$ cat src/rtl/sync_event_detect.sv
// Per-bit debouncer for already-synchronized level inputs: a change is accepted only
// after STABLE_CYCLES consecutive differing samples, producing edge pulses and sticky flags.
module sync_event_detect #(
    parameter int unsigned          WIDTH         = 4,
    parameter int unsigned          STABLE_CYCLES = 4,
    parameter logic [WIDTH-1:0]     INIT_LEVEL    = '0
) (
    input  logic             clk,
    input  logic             rst,
    input  logic [WIDTH-1:0] sync_in,
    input  logic [WIDTH-1:0] irq_en,
    input  logic [WIDTH-1:0] irq_clear,
    output logic [WIDTH-1:0] level_out,
    output logic [WIDTH-1:0] rise_pulse,
    output logic [WIDTH-1:0] fall_pulse,
    output logic [WIDTH-1:0] irq_status,
    output logic             irq
);

    localparam int unsigned   CW         = $clog2(STABLE_CYCLES + 1);
    localparam logic [CW-1:0] LAST_COUNT = CW'(STABLE_CYCLES - 1);

    logic [CW-1:0]    count_q [WIDTH];
    logic [CW-1:0]    count_d [WIDTH];
    logic [WIDTH-1:0] level_q, level_d;
    logic [WIDTH-1:0] rise_q, rise_d;
    logic [WIDTH-1:0] fall_q, fall_d;
    logic [WIDTH-1:0] status_q, status_d;
    logic [WIDTH-1:0] accept;

    always_comb begin
        level_d = level_q;
        accept  = '0;
        for (int i = 0; i < WIDTH; i++) begin
            count_d[i] = '0;
            // The sample that would reach STABLE_CYCLES is the accepting one, so the
            // counter never holds more than STABLE_CYCLES-1 and cannot wrap.
            if (sync_in[i] != level_q[i]) begin
                if (count_q[i] < LAST_COUNT) begin
                    count_d[i] = count_q[i] + CW'(1);
                end else begin
                    accept[i]  = 1'b1;
                    level_d[i] = sync_in[i];
                end
            end
        end
        rise_d   = accept & sync_in;
        fall_d   = accept & ~sync_in;
        status_d = rise_d | fall_d | (status_q & ~irq_clear);
    end

    always_ff @(posedge clk or posedge rst) begin
        if (rst) begin
            level_q  <= INIT_LEVEL;
            rise_q   <= '0;
            fall_q   <= '0;
            status_q <= '0;
            for (int i = 0; i < WIDTH; i++) begin
                count_q[i] <= '0;
            end
        end else begin
            level_q  <= level_d;
            rise_q   <= rise_d;
            fall_q   <= fall_d;
            status_q <= status_d;
            for (int i = 0; i < WIDTH; i++) begin
                count_q[i] <= count_d[i];
            end
        end
    end

    assign level_out  = level_q;
    assign rise_pulse = rise_q;
    assign fall_pulse = fall_q;
    assign irq_status = status_q;
    assign irq        = |(status_q & irq_en);

endmodule

$ cat config.mk
export PLATFORM = sky130hd
export DESIGN_NAME = sync_event_detect
export DESIGN_NICKNAME = d
export VERILOG_FILES = /design/src/rtl/sync_event_detect.sv
export SDC_FILE = /design/constraint.sdc
export NUM_CORES = 1
export LEC_CHECK = 0
export ABC_AREA = 1
export BUFFER_PORTS_ARGS = -buffer_cell sky130_fd_sc_hd__buf_4
export CORE_MARGIN = 5
export CORE_UTILIZATION = 44
export DETAILED_ROUTE_END_ITERATION = 10
export HOLD_SLACK_MARGIN = 0.12
export MAX_ROUTING_LAYER = met4
export PLACE_DENSITY = 0.66
export SETUP_SLACK_MARGIN = 0.05
export SLEW_MARGIN = 25
export SYNTH_ARGS = -nofsm -noshare
export SYNTH_HDL_FRONTEND = slang
export SYNTH_SLANG_ARGS = --single-unit
$ cat constraint.sdc
create_clock -name clk -period 2 [get_ports clk]
set_clock_uncertainty 0.15 [all_clocks]
set_input_delay 0.2 -clock clk [delete_from_list [all_inputs] [get_ports clk]]
set_output_delay 0.2 -clock clk [all_outputs]
set_load 0.02 [all_outputs]
==> run metrics <==
DRT Pass-1 Iters 4; Finished Cell Area between 1500 and 2000 um2; PwrDens between 1000 and 1500 nW/um2; worst path arrival time about 1.1 ns; CTS root buf clkbuf_4; Bufs and invs on worst path 1; via count 887; nets@finish roughly 190; CP peak stage delay approximately 0.43 ns; Setup Fix Bufs, Post-CTS 0; antenna cells 0; fmax roughly 0.68 GHz; total grt overflow 0; cells after synthesis between 100 and 150; CP delay by family, top flip-flops; initial antenna violation count 0; crit share post-route 0.7368; Crit Path Category reg -> out; status finished, final reports clean; Unique masters post-synth 11; commonest cells after routing, fill and taps aside nand2_1, buf_4, dfrtp_1; Core ar. about 2500 um2; Seq/Total Area, Yosys 0.6120; Cell Area, Synth 1145 um2; routed len/inst about 11 um; die area roughly 3700 um2; maximum vdd drop around 0.66 mV; Worst Tran Pin Value between 0.3 and 0.4 ns; die width around 61 um; critical path cell sequence nand2_1 -> nand4_1 -> buf_4; syn nets 144; Pleak slightly above 0.0009 uW; crit start category flip-flop; share of cells above drive strength 1 0.2647; Cell Area, Placed around 1400 um2; Tot GR Track Use 0.1431; max cap viols 0; Synth warnings 0; commonest non-fill, non-tap cell in the layout nand2_1; Max Root-Sink Buffers 2; Starting Density 0.4621; CP max FO 3; mean post-synth cell area between 9 and 10 um2; die height around 61 um; CTS tree done; worst rel slew slack 0.7746; HPWL after detailed placement 1.630 mm; Crit. End Element primary output; clock latency on the worst-skew pair slightly above 0.3 ns; Gates resized, CTS repair 0; slowest CP cell dfrtp_1; setup TNS 0 ns; clk sinks 28; # setup viols final 0; # port buffers 30; Synth Register Bits 28; DRT iter0 DRCs 13; Final min period approximately 1.5 ns; cts bufs inserted 3; Layout area overhead 34.64%; hold buffers post-CTS 9; depth of the CTS H-tree 1; ANT nets after route 0; RSZ-0062 raised after global routing false; pin count of the biggest net entering global routing 29; DRC violations left 0; CP required roughly 1.7 ns; clk slew on worst S/H paths about 0.14 ns; first-pass GRT wire length around 3.8 mm; I/O Pins 31; Fill cells 211; FP Rows 18; type of the tightest min-delay check reg -> reg; Final Max Slew Viols 0; Final Wtd Congestion roughly 0.73; final wirelength between 2 and 2.5 mm; vias in the first global route between 800 and 900; Hold Fails Final Rpt 0; Vias/cell about 4.4
-- logic make-up after synthesis --
logic type | after synthesis | share of synthesized area
flops | 28 | 0.6120
fa+ha+maj | 4 | 0.04372
compound gates | 7 | 0.03060
buf+inv | 21 | 0.06886
simple gates | 66 | 0.2448
-- metal layers --
| layer | up-vias | global-route usage | wire [um] |
|---|---|---|---|
| met4 | 0 | 0.04644 | 16 |
| met3 | 2 | 0.02935 | 118 |
| met5 | - | - | 0 |
| met2 | 18 | 0.2305 | 1117 |
| li1 | 466 | - | - |
| met1 | 401 | 0.1813 | 949 |
-- worst paths after layout --
path / from / endpoint / slack [ns] / depth (start not counted)
setup reg to reg: level_out[0] / level_out[0] / 0.90 / 6
min in group asynchronous: rst / count_q[9] / 0.33 / 4
hold / removal: count_q[9] / count_q[9] / 0.31 / 1
max in group asynchronous: rst / level_out[0] / 1.12 / 4
setup / recovery: irq_status[2] / irq / 0.53 / 3
hold reg to reg: count_q[9] / count_q[9] / 0.31 / 1
-- report_power, final --
part           switching (uW)  leakage, uW  internal [uW]
clock                     154    0.0000210            111
sequential                111     0.000375            717
combinational             391     0.000511            283
total                     657     0.000907           1110
-- cell usage after synthesis (all sizes together) --
library cell,instances,area (um2)
or2,3,18.77
nor2,13,48.80
nand2,45,186.4
o21ai,4,20.02
inv,21,78.83
dfrtp,28,700.7
ha,4,50.05
nand3,4,20.02
nand4,1,6.260
a21oi,3,15.01
-- flip-flops by register name, indices dropped and copies added (netlist names) --
| signal | flops |
|---|---|
| count_q | 12 |
| fall_pulse | 4 |
| irq_status | 4 |
| level_out | 4 |
| rise_pulse | 4 |
-- cell type report --
class / instances / area [um2] / share of cell area
sequential: 28 / 700.7 / 0.4545
timing repair buffer: 40 / 322.8 / 0.2094
inverter: 21 / 78.83 / 0.05114
clock buffer: 4 / 36.28 / 0.02354
tap: 30 / 37.54 / 0.02435
multi-input combinational: 77 / 365.4 / 0.2370
-- metrics by stage --
step / util / setup slack (ns) / hold WS (ns) / std cells / total power, uW
CTS: 0.6222 / 0.4980 / 0.3152 / 200 / 1792
global placement: 0.5712 / 0.9285 / 0.1415 / 187 / 1485
detailed placement: 0.5712 / 0.8832 / 0.1466 / 187 / 1504
floorplan: - / 0.8862 / 0.1154 / 126 / 1248
finish: 0.6222 / 0.5264 / 0.3134 / 200 / 1768
global route: 0.6222 / 0.4539 / 0.3581 / 200 / 1912
-- worst reg2reg max path, stage by stage, from the launching register on --
cell and delay [ns]:
dfrtp_1 0.43, inv_1 0.08, nand2_1 0.06, nand2_2 0.09
nand2_1 0.09, nand2_1 0.07, nand2_1 0.04
Note: power is estimated with default switching activity, not from simulation.
